===== config.mk =====
export PLATFORM = sky130hd
export DESIGN_NAME = uart_cmd_assembler
export DESIGN_NICKNAME = d
export VERILOG_FILES = /design/src/rtl/uart_cmd_assembler.sv
export SDC_FILE = /design/constraint.sdc
export NUM_CORES = 1
export LEC_CHECK = 0
export CORE_MARGIN = 5
export CORE_UTILIZATION = 45
export CTS_BUF_LIST = sky130_fd_sc_hd__clkbuf_4 sky130_fd_sc_hd__clkbuf_8 sky130_fd_sc_hd__clkbuf_16
export CTS_CLUSTER_SIZE = 25
export DETAILED_ROUTE_END_ITERATION = 12
export GPL_TIMING_DRIVEN = 0
export PLACE_DENSITY = 0.67
export SYNTH_ARGS = -nofsm -noshare
export SYNTH_HDL_FRONTEND = slang
export SYNTH_SLANG_ARGS = --single-unit

===== constraint.sdc =====
create_clock -name clk -period 3 [get_ports clk]
set_input_delay 0.45 -clock clk [delete_from_list [all_inputs] [get_ports clk]]
set_output_delay 0.45 -clock clk [all_outputs]
set_load 0.01 [all_outputs]

===== src/rtl/uart_cmd_assembler.sv =====
// Pairs bytes from a UART receiver into 16-bit commands (high byte first).
// An inter-byte timeout resyncs after a lost byte, and a sticky overrun flag is kept.
module uart_cmd_assembler #(
  parameter int TIMEOUT_CYCLES = 1_000_000
) (
  input  logic        clk,
  input  logic        rst,
  input  logic [7:0]  rx_data,
  input  logic        rx_rdy,
  output logic        clr_rx_rdy,
  output logic [15:0] cmd,
  output logic        cmd_rdy,
  input  logic        clr_cmd_rdy,
  output logic        cmd_overrun,
  output logic        timeout_err
);

  localparam int CNT_W = $clog2(TIMEOUT_CYCLES);
  localparam logic [CNT_W-1:0] TMO_LAST = CNT_W'(TIMEOUT_CYCLES - 1);

  typedef enum logic {
    IDLE     = 1'b0,
    WAIT_LOW = 1'b1
  } state_t;

  state_t           r_state;
  state_t           w_state_nx;
  logic [7:0]       r_hi_byte;
  logic [CNT_W-1:0] r_tmo_cnt;
  logic [15:0]      r_cmd;
  logic             r_cmd_rdy;
  logic             r_cmd_overrun;
  logic             r_timeout_err;
  logic             w_ack;
  logic             w_capture_hi;
  logic             w_complete;
  logic             w_timeout;

  always_ff @(posedge clk or posedge rst) begin
    if (rst) r_state <= IDLE;
    else     r_state <= w_state_nx;
  end

  // NOTE: every output of this block gets a default first, so no path leaves one unassigned (no latch).
  always_comb begin
    w_state_nx   = r_state;
    w_ack        = 1'b0;
    w_capture_hi = 1'b0;
    w_complete   = 1'b0;
    w_timeout    = 1'b0;
    case (r_state)
      IDLE: begin
        if (rx_rdy) begin
          w_ack        = 1'b1;
          w_capture_hi = 1'b1;
          w_state_nx   = WAIT_LOW;
        end
      end
      WAIT_LOW: begin
        // A byte in the final timeout cycle still wins over the timeout.
        if (rx_rdy) begin
          w_ack      = 1'b1;
          w_complete = 1'b1;
          w_state_nx = IDLE;
        end else if (r_tmo_cnt == TMO_LAST) begin
          w_timeout  = 1'b1;
          w_state_nx = IDLE;
        end
      end
      default: w_state_nx = IDLE;
    endcase
  end

  // Ack is Mealy so the receiver drops rdy on the very next edge.
  assign clr_rx_rdy = w_ack & ~rst;

  // NOTE: all sequential state uses non-blocking assignments so every register samples pre-edge values.
  always_ff @(posedge clk or posedge rst) begin
    if (rst) begin
      r_hi_byte     <= 8'h00;
      r_tmo_cnt     <= '0;
      r_cmd         <= 16'h0000;
      r_cmd_rdy     <= 1'b0;
      r_cmd_overrun <= 1'b0;
      r_timeout_err <= 1'b0;
    end else begin
      r_timeout_err <= w_timeout;

      if (w_capture_hi) begin
        r_hi_byte <= rx_data;
        r_tmo_cnt <= '0;
      end else if (r_state == WAIT_LOW && !rx_rdy && !w_timeout) begin
        r_tmo_cnt <= r_tmo_cnt + CNT_W'(1);
      end

      if (w_complete) r_cmd <= {r_hi_byte, rx_data};

      if (w_complete)       r_cmd_rdy <= 1'b1;
      else if (clr_cmd_rdy) r_cmd_rdy <= 1'b0;

      if (w_complete && r_cmd_rdy && !clr_cmd_rdy) r_cmd_overrun <= 1'b1;
      else if (clr_cmd_rdy)                        r_cmd_overrun <= 1'b0;
    end
  end

  assign cmd         = r_cmd;
  assign cmd_rdy     = r_cmd_rdy;
  assign cmd_overrun = r_cmd_overrun;
  assign timeout_err = r_timeout_err;

endmodule

== After elaboration in Yosys (flattened, before gate mapping) ==
Cells that the tools add are included.
W data, S select, Z words.

* Register bits: 48
* Input port bits: 12
* Output and inout bits: 20
* Logic and storage cells: 36

* Add/sub/neg operators: 1
* Equal/unequal tests: 1
* Mux-type cells: 14
* Bitwise operators: 3
* Reductions and logical operators: 10

{| class="wikitable"
|+ Operators by type and width
! operator !! number
|-
| $mux W20 || 2
|-
| $add A20 B1 Y20 const B || 1
|-
| $eq A20 B20 Y1 const B || 1
|-
| $mux W1 || 11
|-
| $reduce_bool A2 Y1 || 3
|-
| $logic_and A1 B1 Y1 || 4
|-
| $logic_not A1 Y1 || 3
|-
| $not A1 Y1 || 2
|-
| $pmux W1 S2 || 1
|-
| $and A1 B1 Y1 || 1
|}

== Depth between registers and ports, before layout ==
* Depth in word-level cells: 8
* Depth in mapped cells: 7
* Depth with buffers taken out: 6

== Worst setup path after synthesis ==
OpenSTA, ideal clock, no wires.

* Kind: input port to flip-flop
* Start: input rx_rdy
* End: register r_tmo_cnt[9]
* Library setup time: 0.122 ns
* Arrival: 1.532 ns
* Required time: 2.878 ns
* Slack: 1.345 ns
* Cell stages on the path: 7
* Cells stage by stage: nand2b_1 > buf_2 > or2_1 > buf_2 > or3_1 > nand3_1 > o21ai_1

* Word-level cells in the longest chain between the ends: 5
* Elaborated cells on any way between the ends: 10
* Those cells by class: 5 x mux; 5 x reduce/logical

{| class="wikitable"
|+ Ends and longest elaborated chain
! what !! line !! RTL
|-
| start, declared || 9 || <nowiki>input logic rx_rdy,</nowiki>
|-
| $mux W1 || 61 || <nowiki>if (rx_rdy) begin</nowiki>
|-
| $mux W1 || 51 || <nowiki>case (r_state)</nowiki>
|-
| $logic_not A1 Y1 || 92 || <nowiki>end else if (r_state == WAIT_LOW && !rx_rdy && !w_timeout) begin</nowiki>
|-
| $logic_and A1 B1 Y1 || 92 ||
|-
| $reduce_bool A2 Y1 (no source line) || -- ||
|-
| end signal, assigned || 93 || <nowiki>r_tmo_cnt <= r_tmo_cnt + CNT_W'(1);</nowiki>
|-
| end, declared || 29 || <nowiki>logic [CNT_W-1:0] r_tmo_cnt;</nowiki>
|}

Several ways; a longest one is shown, not always the timed one.
A chain may end at the register's enable or synchronous reset.

== Worst setup path in the final report ==
* Start: input rx_rdy
* End: output clr_rx_rdy

* Word-level cells in the longest chain between the ends: 2

{| class="wikitable"
|+ Ends and longest elaborated chain
! what !! line !! RTL
|-
| $mux W1 || 53, 61 ||
|-
| $and A1 B1 Y1 || 75 || <nowiki>assign clr_rx_rdy = w_ack & ~rst;</nowiki>
|-
| end, declared || 10 || <nowiki>output logic clr_rx_rdy,</nowiki>
|}

Every way passes these cells.

==> summary.md <==
| Metric | Value |
|---|---|
| Status | completed |
| Count of non-filler cells in the finished layout | approximately 300 |
| CTS Buf Count | 5 |
| Top cells by area, synth | dfrtp_1 55%, mux2_2 8.3%, nand2_1 6.9% |
| RSZ-0062 raised after global routing | false |
| Top Metal Used | met4 |
| Area of all placed cells without fillers | between 0.002 and 0.003 mm2 |
| Die Wd | between 70 and 80 um |
| Syn avg cell area | roughly 11 um2 |
| Post-synthesis cell area | 0.00217 mm2 |
| Ports | 32 |
| Slew HR | 0.659 |
| Vias per std cell | 5.44 |
| Via count | about 1600 |
| IO Port Bufs | 31 |
| Yosys cell types | 40 |
| Max-cap violations | 0 |
| Starting DRT DRC Count | 94 |
| Mapped Cells | between 200 and 250 |
| Ys async rst share | 1.00 |
| Final Hold Viols | 0 |
| Area Overhead vs Synth | 23.0% |
| Nature of the critical path endpoint | output pin |
| Final setup margin | between 500 and 600 ps |
| Post-synth EDFFs | 0 |
| Routability cong. | 0.762 |
| # DRC | 0 |
| Die area | 0.00631 mm2 |
| Placed insts | a little under 300 |
| WL met2 | 2070 um |
| Setup TNS | 0 ps |
| WL per Instance | around 15 um |
| GR Util All Layers | 0.160 |
| Worst hold path class | in2async |
| Register area share after synthesis | 0.554 |
| PwrDens | between 600 and 700 mW/mm2 |
| Top-area cell type share of the netlist area | 0.554 |
| Leakage | between 1 and 1.5 nW |
| CP arrival | approximately 2000 ps |
| Cell taking the most area after synthesis | dfrtp_1 |
| CTS sink count | 48 |
| Pre-CTS worst setup slack | 559 ps |
| Shortest period the worst path allows | 2450 ps |
| Overall Power | 1.61 mW |
| CP Launch Type | input port |
| First-pass GRT wire length | 7880 um |
| Setup Buffers After CTS | 0 |
| Number of H-tree levels | 2 |
| CTS root buf | clkbuf_8 |
| Post-DP HPWL | 3200 um |
| DR pass1 iterations | 4 |
| Clock Skew | between 6 and 7 ps |
| Critical path type | in2out |
| Peak Freq | 409 MHz |
| Placed inst area | 0.00257 mm2 |
| Final setup violation count | 0 |
| DRT Wirelength | about 4500 um |
| Required time of the critical path | 2550 ps |
| Worst-margin pin slew | between 500 and 600 ps |
| Initial antenna violation count | 0 |
| Final Max Tran Viols | 0 |
| Reg clk slew, reported paths | 100 ps |
| Wl on met1 | 2180 um |
| Flops & latches, synth | 48 |
| Initial Util | 0.462 |
| Largest net degree at the start of global routing | 39 |
| Post-synth net total | 217 |
| CTS tree | built |
| Final ANT Viol Nets | 0 |
| Syn. warnings | 0 |
| Ys flop type | dfrtp_1 |
| CTS resizes | 0 |
| GRT overflow | 0 |
| Clk buf depth | 2 |
| Core ar. | 0.00469 mm2 |
| Period utilization | 0.816 |
| Die Height | approximately 79 um |
| Number of antenna diodes | 0 |
| Share of layout cells above drive strength 1 | 0.156 |
| FP Rows | 25 |
| CTS Hold Bufs | 0 |
| Worst VDD drop | 0.419 mV |
| WL met3 | 253 um |
| Number of global-route vias before repair | 1642 |
| # nets final | 256 |
| Worst-Skew Late Latency | 300 ps |
| CP max FO | 10 |
[cell type report]
class | instances | area, um2
fillers | 408 | 2030
flip-flops and latches | 48 | 1200
multi-input cells | 142 | 898
repair buffers | 32 | 330
clock buffers | 6 | 82.6
well taps | 54 | 67.6
plain buffers | 10 | 53.8
clock inverters | 2 | 17.5
inverters | 4 | 15.0
[sequential cells by signal (all words and copies together), names as in the netlist]
register / count
cmd: 16
cmd_overrun: 1
cmd_rdy: 1
r_hi_byte: 8
r_state: 1
r_tmo_cnt: 20
timeout_err: 1
[path summary, 6_finish.rpt]
| kind | slack [ps] | to | start | cells after the start |
|---|---|---|---|---|
| max | 550 | clr_rx_rdy | rx_rdy | 5 |
| min | 440 | cmd[15]$_DFFE_PP0P_ | rst | 2 |
| max reg2reg | 1250 | r_tmo_cnt[16]$_DFFE_PP0P_ | r_tmo_cnt[0]$_DFFE_PP0P_ | 6 |
| min reg2reg | 480 | r_hi_byte[0]$_DFFE_PP0P_ | r_hi_byte[0]$_DFFE_PP0P_ | 2 |
| max in group asynchronous | 2070 | r_state$_DFF_PP0_ | rst | 3 |
| min in group clk | 480 | r_hi_byte[0]$_DFFE_PP0P_ | r_hi_byte[0]$_DFFE_PP0P_ | 2 |
[routing by layer]
| metal | vias to the layer above | track usage |
|---|---|---|
| met5 | - | 0 |
| met4 | 0 | 0.0412 |
| met3 | 6 | 0.0485 |
| met2 | 26 | 0.256 |
| met1 | 784 | 0.212 |
| li1 | 806 | - |
[synthesized netlist by cell type (2+ instances only)]
| cell type | n |
|---|---|
| nor2_1 | 12 |
| a21oi_1 | 3 |
| o21ai_0 | 10 |
| and3_1 | 3 |
| mux2_2 | 16 |
| o211ai_1 | 2 |
| mux2i_1 | 2 |
| o311ai_0 | 2 |
| buf_2 | 4 |
| dfrtp_1 | 48 |
| inv_1 | 4 |
| clkbuf_1 | 3 |
| nand2_1 | 40 |
| or3_1 | 2 |
| o21ai_1 | 2 |
| nand3_1 | 17 |
| or4_1 | 2 |
| nand4_1 | 5 |
| o41ai_1 | 3 |
| nor3_2 | 2 |
| xor2_1 | 2 |
| nor4_1 | 2 |
[critical path, stage by stage]
cell and delay (ps):
clkdlybuf4s50_1 470, buf_2 220, inv_1 180, nor2_1 130, clkdlybuf4s50_1 540
[through the flow]
stage | utilization | hold slack (ps)
after global routing | 0.568 | 446
after CTS | 0.568 | 444
after floorplan | - | 442
final | 0.568 | 439
after global placement | 0.543 | 457
after detailed placement | 0.547 | 463
[power breakdown]
group	switching, mW	internal, mW	total, mW
clock	0.229	0.193	0.422
sequential	0.0569	0.750	0.807
combinational	0.166	0.219	0.384
[logic make-up after synthesis]
| family | Yosys count | share of synthesized area |
|---|---|---|
| AND/OR/NAND/NOR | 93 | 0.222 |
| adder cells (fa/ha/maj) | 1 | 0.00577 |
| AO/OA/AOI/OAI | 28 | 0.0866 |
| XOR/XNOR | 2 | 0.00808 |
| flip-flops | 48 | 0.554 |
| multiplexers | 18 | 0.0923 |
| buffers and inverters | 14 | 0.0317 |
[placed cells by master (no fill, tap or decap), drive strengths merged, types with 2 or more instances in the layout]
| cell type | Yosys | final |
|---|---|---|
| dfrtp | 48 | 48 |
| nand2 | 40 | 40 |
| clkdlybuf4s50 | 0 | 31 |
| nand3 | 18 | 18 |
| mux2 | 16 | 16 |
| nor2 | 12 | 12 |
| o21ai | 12 | 12 |
| clkbuf | 3 | 9 |
| buf | 7 | 8 |
| inv | 4 | 6 |
| nand4 | 5 | 5 |
| nor4 | 4 | 4 |
| o41ai | 3 | 3 |
| and3 | 3 | 3 |
| a21oi | 3 | 3 |
| o311ai | 3 | 3 |
| nor3 | 2 | 2 |
| or4 | 2 | 2 |
| or3 | 2 | 2 |
| o211ai | 2 | 2 |
| mux2i | 2 | 2 |
| xor2 | 2 | 2 |
No activity file was read; power rests on OpenSTA's default activity.
